<file path="src/rtl/shift_unit_pipe.sv">
// shift_unit_pipe -- 2-stage pipelined barrel shifter with N/Z/C/V flags.
//
// Modes (op): 00 LSL, 01 LSR, 10 ASR, 11 ROR.
// Optional feature macro: SHIFT_ROR_EN
//   defined   : op=11 rotates right by B mod M.
//   undefined : op=11 passes A through (R=A, C=0, V=0); no rotate logic is built.
//
// Ports
//   clk, rst               clock (rising edge), async active-high reset
//   in_valid/in_ready      operand handshake (A shiftee, B amount, op mode)
//   out_valid/out_ready    result handshake (R result, C/N/V/Z flags)
//
// Datapath trick: every shift works on a 2M-bit window so the bits that fall
// off the M-bit result are kept next to it. The carry is then simply the
// window bit adjacent to the result field. Stage 1 shifts by the middle amount
// bits B[SW-2:SW/2]; stage 2 shifts by the top bit (weight M) plus the low bits.
module shift_unit_pipe #(
  parameter int M  = 8,
  parameter int SW = $clog2(M) + 1
) (
  input  logic          clk,
  input  logic          rst,
  input  logic          in_valid,
  output logic          in_ready,
  input  logic [M-1:0]  A,
  input  logic [SW-1:0] B,
  input  logic [1:0]    op,
  output logic          out_valid,
  input  logic          out_ready,
  output logic [M-1:0]  R,
  output logic          C,
  output logic          N,
  output logic          V,
  output logic          Z
);

  localparam int LO = SW / 2;
  localparam logic [1:0] OP_LSL = 2'b00;
  localparam logic [1:0] OP_LSR = 2'b01;
  localparam logic [1:0] OP_ASR = 2'b10;

`ifdef SHIFT_ROR_EN
  function automatic logic [M-1:0] rotr(input logic [M-1:0] x, input logic [SW-2:0] s);
    logic [2*M-1:0] t;
    t = {x, x} >> s;
    return t[M-1:0];
  endfunction
`endif

  // ---------------- handshake ----------------
  logic s1_valid_q, s2_valid_q;
  logic s1_adv, s2_adv;

  assign s2_adv   = ~s2_valid_q | out_ready;
  assign s1_adv   = ~s1_valid_q | s2_adv;
  assign in_ready = s1_adv;

  // ---------------- stage 1 ----------------
  logic [SW-2:0]  amt1;
  logic [2*M-1:0] w1_d, w1_q;
  logic [M-1:0]   a1_q;
  logic [SW-1:0]  b1_q;
  logic [1:0]     op1_q;

  assign amt1 = {B[SW-2:LO], {LO{1'b0}}};

  always_comb begin
    w1_d = {A, {M{1'b0}}};
    case (op)
      OP_LSL:  w1_d = {{M{1'b0}}, A} << amt1;
      OP_LSR:  w1_d = {A, {M{1'b0}}} >> amt1;
      OP_ASR:  w1_d = $signed({A, {M{1'b0}}}) >>> amt1;
`ifdef SHIFT_ROR_EN
      // rotation stays inside the low M bits of the window
      default: w1_d = {{M{1'b0}}, rotr(A, amt1)};
`else
      default: w1_d = {A, {M{1'b0}}};
`endif
    endcase
  end

  // ---------------- stage 2 (combinational part) ----------------
  logic [SW-1:0]  amt2;
  logic [2*M-1:0] w2;
  logic [2*M-1:0] sx, p;
  logic           lsl_ovf;
  logic [M-1:0]   r_d;
  logic           c_d, v_d;

  // remaining amount: top bit (weight M) plus the low bits
  assign amt2 = {b1_q[SW-1], {(SW-1-LO){1'b0}}, b1_q[LO-1:0]};

  // LSL overflow: sign-extend A, shift, and require every bit from the
  // result sign upward to agree. Any non-zero A overflows once k >= M.
  assign sx      = {{M{a1_q[M-1]}}, a1_q};
  assign p       = sx << b1_q[SW-2:0];
  assign lsl_ovf = b1_q[SW-1] ? (|a1_q) : (p[2*M-1:M-1] != {(M+1){p[M-1]}});

  always_comb begin
    w2  = w1_q;
    r_d = w1_q[2*M-1:M];
    c_d = 1'b0;
    v_d = 1'b0;
    case (op1_q)
      OP_LSL: begin
        w2  = w1_q << amt2;
        r_d = w2[M-1:0];
        c_d = w2[M];
        v_d = lsl_ovf;
      end
      OP_LSR: begin
        w2  = w1_q >> amt2;
        r_d = w2[2*M-1:M];
        c_d = w2[M-1];
      end
      OP_ASR: begin
        w2  = $signed(w1_q) >>> amt2;
        r_d = w2[2*M-1:M];
        c_d = w2[M-1];
      end
      default: begin
`ifdef SHIFT_ROR_EN
        r_d = rotr(w1_q[M-1:0], (SW-1)'(b1_q[LO-1:0]));
        c_d = (b1_q != '0) & r_d[M-1];
`else
        r_d = w1_q[2*M-1:M];
`endif
      end
    endcase
  end

  // ---------------- registers ----------------
  logic [M-1:0] r_q;
  logic         c_q, n_q, v_q, z_q;

  always_ff @(posedge clk or posedge rst) begin
    if (rst) begin
      s1_valid_q <= 1'b0;
      s2_valid_q <= 1'b0;
      w1_q       <= '0;
      a1_q       <= '0;
      b1_q       <= '0;
      op1_q      <= '0;
      r_q        <= '0;
      c_q        <= 1'b0;
      n_q        <= 1'b0;
      v_q        <= 1'b0;
      z_q        <= 1'b0;
    end else begin
      if (s1_adv) s1_valid_q <= in_valid;
      if (s1_adv && in_valid) begin
        w1_q  <= w1_d;
        a1_q  <= A;
        b1_q  <= B;
        op1_q <= op;
      end
      if (s2_adv) s2_valid_q <= s1_valid_q;
      // output registers only move on advance, so a stalled beat holds still
      if (s2_adv && s1_valid_q) begin
        r_q <= r_d;
        c_q <= c_d;
        n_q <= r_d[M-1];
        v_q <= v_d;
        z_q <= ~|r_d;
      end
    end
  end

  assign out_valid = s2_valid_q;
  assign R         = r_q;
  assign C         = c_q;
  assign N         = n_q;
  assign V         = v_q;
  assign Z         = z_q;

endmodule

</file>
<file path="config.mk">
export PLATFORM = sky130hd
export DESIGN_NAME = shift_unit_pipe
export DESIGN_NICKNAME = d
export VERILOG_FILES = /design/src/rtl/shift_unit_pipe.sv
export SDC_FILE = /design/constraint.sdc
export NUM_CORES = 1
export LEC_CHECK = 0
export CORE_MARGIN = 1
export CORE_UTILIZATION = 35
export DETAILED_ROUTE_END_ITERATION = 7
export HOLD_SLACK_MARGIN = 0.02
export PLACE_DENSITY_LB_ADDON = 0.3
export REMOVE_ABC_BUFFERS = 1
export SYNTH_ARGS = -nofsm -noshare
export SYNTH_HDL_FRONTEND = slang
export SYNTH_SLANG_ARGS = --single-unit
</file>
<file path="constraint.sdc">
create_clock -name clk -period 1.9 [get_ports clk]
set_input_delay 0.285 -clock clk [delete_from_list [all_inputs] [get_ports clk]]
set_output_delay 0.285 -clock clk [all_outputs]
set_load 0.02 [all_outputs]
</file>
# == Word-level counts from Yosys, hierarchy flattened ==
# Index checks and enable logic that the tools add are counted.
# totals
ff_bits,44
ramBits,0
n_memories,0
romBits,0
latch_bits,0
# classes
n_lt_le_gt_ge,0
n_addsub,0
multipliers,0
div,0
reduce_logical,7
shift,7
eq_ne,5
bitwise,4
muxes,5
# ops
op,n
16-bit case mux with 3 select lines,1
8-bit case mux with 3 select lines,1
8-bit OR reduction,2
16-bit by 3-bit << shifter with 16-bit output,1
16-bit by 4-bit << shifter with 9-bit output,1
8-bit by 3-bit << shifter with 16-bit output,1
16-bit by 3-bit >> shifter with 16-bit output,1
16-bit by 4-bit >> shifter with 16-bit output,1
16-bit by 3-bit >>> shifter with 16-bit output,1
16-bit by 4-bit >>> shifter with 16-bit output,1
8-bit inequality test,1
"2-bit by 1-bit equality test with 1-bit output, second input constant",2
"2-bit equality test, second input constant",2
2-bit zero test,2
1-bit case mux with 3 select lines,1
1-bit logical AND,2
1-bit 2-to-1 mux,2
1-bit NOT,2
1-bit bitwise OR,2
1-bit zero test,1

# == Longest topological paths before layout ==
# Gate-level depths: netlist (run 1).
# depth
word_depth,4
mapped_depth,7
depth_no_buf,5

# == Worst setup path before layout (run 1) ==
# OpenSTA, ideal clock, no wires.
# synth_timing
path_kind,reg-to-reg
from,register b1_q[0]
to,"register z_q, in the netlist Z"
slack_ps,15
t_arrival_ps,1819
required_ps,1834
synth_period_minus_slack_ps,1885
path_stages_with_launch,7
cell_sequence,dfrtp_1 buf_6 mux2_4 mux4_2 nor3b_1 nor4_2 a31o_1
# synth_via
elab_chain_cells,4
# synth_lines
item,line,source
start: declaration,62,logic [SW-1:0] b1_q;
start signal: assignment,142,b1_q <= '0;
start signal: assignment,154,b1_q <= B;
"16-bit by 4-bit >>> shifter with 16-bit output, or another cell as far along",117,w2 = $signed(w1_q) >>> amt2;
8-bit case mux with 3 select lines *,104,case (op1_q)
8-bit OR reduction *,164,z_q <= ~|r_d;
1-bit zero test *,164,
end signal: assignment,164,
end: declaration,134,"logic c_q, n_q, v_q, z_q;"
# Mark *: on every way between the ends. The rest lies on a longest branch, timed or not.
# A chain may end at the register's enable or synchronous reset.

# == Worst setup path in the final report (run 1) ==
# Same ends and word-level chain as after synthesis.

==> summary.md, run 1 <==
| Metric | Value |
|---|---|
| Status | finished with violations |
| Failing checks | negative setup slack |
| Syn avg cell area | ~9.1 sq um |
| Fin worst setup slack | -0.0555 ns |
| Global-route wire length before repair | about 13000 um |
| TritonCTS clock tree | done |
| Synth top area share | 38.4% |
| Critical Path Start Type | flip-flop |
| R2r setup slk | -0.06 ns |
| Worst R2R Path Depth | 6 |
| Max Fclk | around 510 MHz |
| Post-route cell area | 0.00378 sq mm |
| Post-synthesis sequential area ratio | ~38% |
| Worst Setup SP | b1_q[0] |
| Core Region | 0.00773 sq mm |
| Switching share of total power | between 30% and 40% |
| Async S/R FF share, synth | 100% |
| Capturing element type of the critical path | flip-flop |
| Layout fillers | slightly above 700 |
| Main synth FF type | dfrtp_1 |
| Rel. slew slack | 66.3% |
| Post-Syn Area | 0.00280 sq mm |
| Yosys warnings | 0 |
| N_diodes | 0 |
| Worst r2r dst | Z |
| Clock Power Share | between 20 and 25% |
| Routed Antenna Nets | 0 |
| Setup Slack @ Placement | -0.158 ns |
| Min Hold Slack | 0.265 ns |
| Row cnt | 32 |
| Largest net degree at the start of global routing | 36 |
| WP data required | 2.14 ns |
| Worst Path Arrival | between 2 and 2.5 ns |
| Reg2reg start | b1_q[0] |
| Met3 WL | 455 um |
| Max-slew violation count | 0 |
| Period utilisation layout | 103% |
| Final nets | 387 |
| Combinational share of power | about 41% |
| CP Depth | 6 |
| Iter 0 DRT Violations | 230 |
| Hold Path Class | in -> async |
| Number of library cell types mapped by synthesis | between 50 and 60 |
| I/O pin cnt | 32 |
| Port Buffers | 31 |
| Total congestion overflow | 0 |
| Number of flops mapped to enable cells by yosys | 0 |
| Routed met2 length | between 3000 and 4000 um |
| Initial core utilization | 36.2% |
| Setup CP Type | reg -> reg |
| Hold Buf Count CTS | 0 |
| Sinks on Clock Net | 43 |
| Chip width | about 91 um |
| H-tree depth | 2 |
| Critical path fanouts, max | 3 |
| First-pass DRT Iterations | 5 |
| Initial antenna violation count | 0 |
| Vias | roughly 2600 |
| Final hold viol count | 0 |
| Placed cell areas | 0.00345 sq mm |
| Area contributors post-synth | dfrtp_1 38%, mux2_2 7.2%, nand2_1 5.9% |
| RSZ-0062 raised after global routing | yes |
| Worst setup endpoint | Z |
| LEAKAGE | roughly 1.6 nW |
| Routed wire length | about 7600 um |
| Die area | ~0.0084 sq mm |
| Post-Route Utilization | around 49% |
| DR WL/cell | 16.1 um |
| Remaining DRCs | 0 |
| Detailed placement HPWL | 5440 um |
| Top sig layer | met4 |
| Skew final | ~0.011 ns |
| # Max-Cap Violations | 0 |
| Setup violators final | 1 |
| IR drop worst, VDD | between 0.0003 and 0.0004 V |
| Power density over the cells | around 900 mW/mm^2 |
| Max Buffers Root-to-Sink | 2 |
| Routed vias/inst | 5.51 |
| Reg clk slew, reported paths | about 0.090 ns |
| Psw | around 1.1 mW |
| Most frequent cell after synthesis | nand2_1 |
| Die span in y | between 90 and 100 um |
| Cell Int Power | 2.24 mW |
| RePlAce Congestion | 0.891 |
| Top delay family on crit path | multiplexers |
| Yosys top cell by area | dfrtp_1 |
| Root Buffer | clkbuf_8 |
| Synthesis-stage register bit count | 43 |
| Critical Path Slowest Stage Cell | mux4_2 |
| Share of post-route cells with drive strength above 1 | 26.2% |
| Vias in the first global route | 2518 |
| Synthesized instance count | about 310 |
| Worst path buffer plus inverter count | 1 |
| GRT Total Usage | 19.0% |
| Most frequent cells after synthesis | 44 x nand2_1, 43 x dfrtp_1, 24 x a21oi_1 |
| CP peak stage delay | 0.50 ns |
| Final min period | 1.96 ns |
| M1 WL | about 3500 um |
| CTS buffer count | 5 |
| Critical Path, Cell by Cell | buf_4, mux2_4, mux4_2, nor3b_4, nor4_2, a31o_1 |
| Seq pwr share | between 30% and 40% |
| Synth-to-Final Area Change | 35.0% |
| Worst-skew pair later-pin latency | roughly 0.30 ns |
| Slew of the pin with the lowest slew margin | about 0.50 ns |
==> through the flow <==
| stage | cells | power [mW] | setup TNS, ns |
|---|---|---|---|
| floorplan | 286 | 1.92 | -5.50 |
| global route | 472 | 3.58 | -0.244 |
| CTS | 465 | 3.28 | -0.0276 |
| finish | 472 | 3.38 | -0.0555 |
| global placement | 455 | 2.46 | -0.192 |
| detailed placement | 455 | 2.47 | -0.418 |
==> kinds of logic (layout without fill, tap and decap cells) <==
| family | count (synthesis) | in the layout | synth area share [%] |
|---|---|---|---|
| AOI/OAI and AO/OA | 88 | 88 | 19.9 |
| buffers and inverters | 31 | 92 | 4.74 |
| muxes | 36 | 36 | 17.1 |
| xor gates and xnor gates | 4 | 4 | 1.25 |
| and+or+nand+nor | 107 | 107 | 18.6 |
| DFF | 43 | 43 | 38.4 |
==> area by class of cell <==
type / instances / area [sq um] / area share (%)
repair buffers: 76 / 761 / 20.1
clock inverters: 2 / 38.8 / 1.03
clock buffers: 6 / 82.6 / 2.19
well taps: 102 / 128 / 3.38
multi-input cells: 235 / 1660 / 43.9
flip-flops and latches: 43 / 1080 / 28.6
inverters: 8 / 30.0 / 0.795
==> power by group through the flow <==
stage	Sequential, mW	Clock (mW)	Combinational [mW]
final	1.23	0.766	1.38
after global routing	1.26	0.824	1.50
after CTS	1.23	0.787	1.26
after detailed placement	1.25	0	1.23
after global placement	1.24	0	1.22
after floorplan	1.35	0	0.569
==> cell usage in the layout (no fill, tap or decap), types with 7 or more instances in the layout <==
cell and instances:
nand2_1 43, dfrtp_1 40, buf_4 35, clkdlybuf4s50_1 31
a21oi_1 24, nor2_1 23, o21ai_0 23, mux2_2 16
inv_1 7, mux2i_1 7, mux4_2 7
==> registers in the layout, summed over array words and instances, names as in the netlist <==
name,count
Z,1
op1_q,2
a1_q,8
b1_q,4
out_valid,1
R,8
w1_q,16
s1_valid_q,1
C,1
V,1
==> worst min-delay path by stage <==
| stage | depth (start not counted) | slack, ns | startpoint | end |
|---|---|---|---|---|
| global placement | 2 | 0.46 | R[6] | R[6] |
| floorplan | 1 | 0.39 | in_valid | s1_valid_q |
| CTS | 2 | 0.28 | rst | R[2] |
| detailed placement | 2 | 0.47 | V | V |
| finish | 2 | 0.27 | rst | s1_valid_q |
| global route | 2 | 0.30 | rst | R[5] |
==> metal layers <==
metal / vias up / global-route usage [%]
met1: 1218 / 25.9
met4: 0 / 5.42
met2: 113 / 31.1
met5: - / 0
met3: 26 / 3.27
li1: 1246 / -
==> what timing repair did <==
action | 4_1_cts | 5_1_grt
pin swaps | 2 | 4
gates resized for setup | 9 | 18
buffers inserted | 2 | 5
endpoints found under the setup margin | 5 | 5
cloned | 0 | 2
No activity file was read; power rests on OpenSTA's default activity.
==> inputs of run 2 (changes only) <==
==> constraint.sdc (replaced) <==
create_clock -name clk -period 1.9 [get_ports clk]
set_input_delay 0.285 -clock clk [delete_from_list [all_inputs] [get_ports clk]]
set_output_delay 0.285 -clock clk [all_outputs]
set_load 0.05 [all_outputs]
==> run 2 against run 1 <==
Net effect: total power is 1.1% lower; die area unchanged; flip-flop and latch count unchanged; critical endpoint is now R[4]; the flow still finishes with violations (negative setup slack).
==> summary.md, run 2 (synthesis results as in run 1) <==
| Metric | Value |
|---|---|
| R2r setup slk | -0.04 ns |
| Detailed placement HPWL | roughly 5600 um |
| Power density over the cells | 908 mW/mm^2 |
| Hold Path Class | in -> async |
| Commonest non-fill, non-tap cell in the layout | nand2_1 |
| Most frequent cells in the layout | 44 x nand2_1, 40 x dfrtp_1, 37 x buf_4, 30 x clkdlybuf4s50_1, 24 x a21oi_1 |
| Largest net degree at the start of global routing | 40 |
| Total congestion overflow | 0 |
| Reg clk slew, reported paths | roughly 0.09 ns |
| DR WL/cell | about 16 um |
| H-tree depth | 2 |
| Capturing element type of the critical path | flip-flop |
| Layout fillers | between 700 and 800 |
| Port Buffers | 31 |
| Routed Antenna Nets | 0 |
| Routed vias/inst | 5.48 |
| Routed wire length | 7490 um |
| First-pass DRT Iterations | 4 |
| Synth-to-Final Area Change | 31.6% |
| RSZ-0062 raised after global routing | yes |
| Row cnt | 32 |
| Slew of the pin with the lowest slew margin | around 0.52 ns |
| Core Region | between 0.007 and 0.008 sq mm |
| Sinks on Clock Net | 43 |
| Failing checks | negative setup slack |
| Rel. slew slack | 65.3% |
| Max Buffers Root-to-Sink | 2 |
| Skew final | around 0.0060 ns |
| Vias in the first global route | about 2400 |
| Die area | 0.00836 sq mm |
| Worst-skew pair later-pin latency | 0.31 ns |
| Max-slew violation count | 0 |
| TritonCTS clock tree | done |
| Global-route wire length before repair | between 10000 and 15000 um |
| Die span in y | 91.4 um |
| Final nets | 385 |
| LEAKAGE | 1.54 nW |
| Initial core utilization | 36.2% |
| Worst Path Arrival | between 2 and 2.5 ns |
| Setup violators final | 2 |
| Hold Buf Count CTS | 0 |
| Final min period | 1.94 ns |
| Largest Register | w1_q |
| Setup Slack @ Placement | -0.136 ns |
| Post-Route Utilization | between 40% and 50% |
| Remaining DRCs | 0 |
| Critical path fanouts, max | 8 |
| CTS buffer count | 5 |
| Chip width | 91.4 um |
| N_diodes | 0 |
| Max Fclk | 515 MHz |
| Setup CP Type | reg -> reg |
| Share of post-route cells with drive strength above 1 | roughly 26% |
| Iter 0 DRT Violations | ~170 |
| Period utilisation layout | 102% |
| IR drop worst, VDD | about 0.00029 V |
| WP data required | about 2.1 ns |
| Max reg flops | 16 |
| Root Buffer | clkbuf_8 |
| Initial antenna violation count | 0 |
| Critical Path Start Type | flip-flop |
| Vias | between 2000 and 3000 |
| Fin worst setup slack | -0.0406 ns |
| Final hold viol count | 0 |
| # Max-Cap Violations | 0 |
| I/O pin cnt | 32 |
| Status | finished with violations |
| GRT Total Usage | a little under a fifth |
| RePlAce Congestion | just under 0.9 |
run 2: path summary, 6_finish.rpt:
check                        start      end  cells after the start
max                        b1_q[0]     R[4]                      5
min                            rst     R[3]                      2
max reg2reg                b1_q[0]     R[4]                      5
min reg2reg                   R[6]     R[6]                      2
max in group asynchronous      rst  b1_q[0]                      3
min in group clk              R[6]     R[6]                      2
run 2: repair_timing:
item / 4_1_cts / 5_1_grt
resized for setup: 7 / 10
cloned: 0 / 1
setup buffers: 0 / 3
setup endpoints to repair: 4 / 5
pin swaps: 1 / 4
run 2: area by class of cell:
type	instances	area [sq um]	area share [%]
timing repair buffer	74	714	19.4
clock inverter	3	23.8	0.645
tap	102	128	3.46
clock buffer	5	68.8	1.87
inverter	8	30.0	0.815
multi-input combinational	235	1640	44.5
sequential	43	1080	29.3
run 2: worst max-delay path, stage by stage (launching register included):
cell and delay (ns):
dfrtp_2 0.51, mux2_2 0.39, mux4_2 0.47, nor3b_1 0.18, nor3_1 0.23, nor2_1 0.07
run 2: metrics by stage:
| step | power, mW | TNS [ns] | cell area [sq um] | instances | hold slack (ns) |
|---|---|---|---|---|---|
| detailed placement | 2.66 | -0.298 | 3470 | 458 | 0.470 |
| floorplan | 2.09 | -22.73 | 2700 | 286 | 0.393 |
| finish | 3.35 | -0.0570 | 3680 | 470 | 0.252 |
| global placement | 2.64 | -0.200 | 3470 | 458 | 0.461 |
| CTS | 3.31 | 0 | 3590 | 466 | 0.257 |
| global route | 3.54 | -0.359 | 3680 | 470 | 0.280 |
run 2: layer usage:
layer | wire (um) | track usage (%)
met1 | 3260 | 25.2
met2 | 3600 | 28.9
met3 | 483 | 3.60
met4 | 148 | 8.73
met5 | 0 | 0
run 2: power breakdown:
group / internal, mW / switching, mW / total [mW]
sequential: 1.07 / 0.174 / 1.24
clock: 0.263 / 0.358 / 0.621
combinational: 0.695 / 0.788 / 1.48
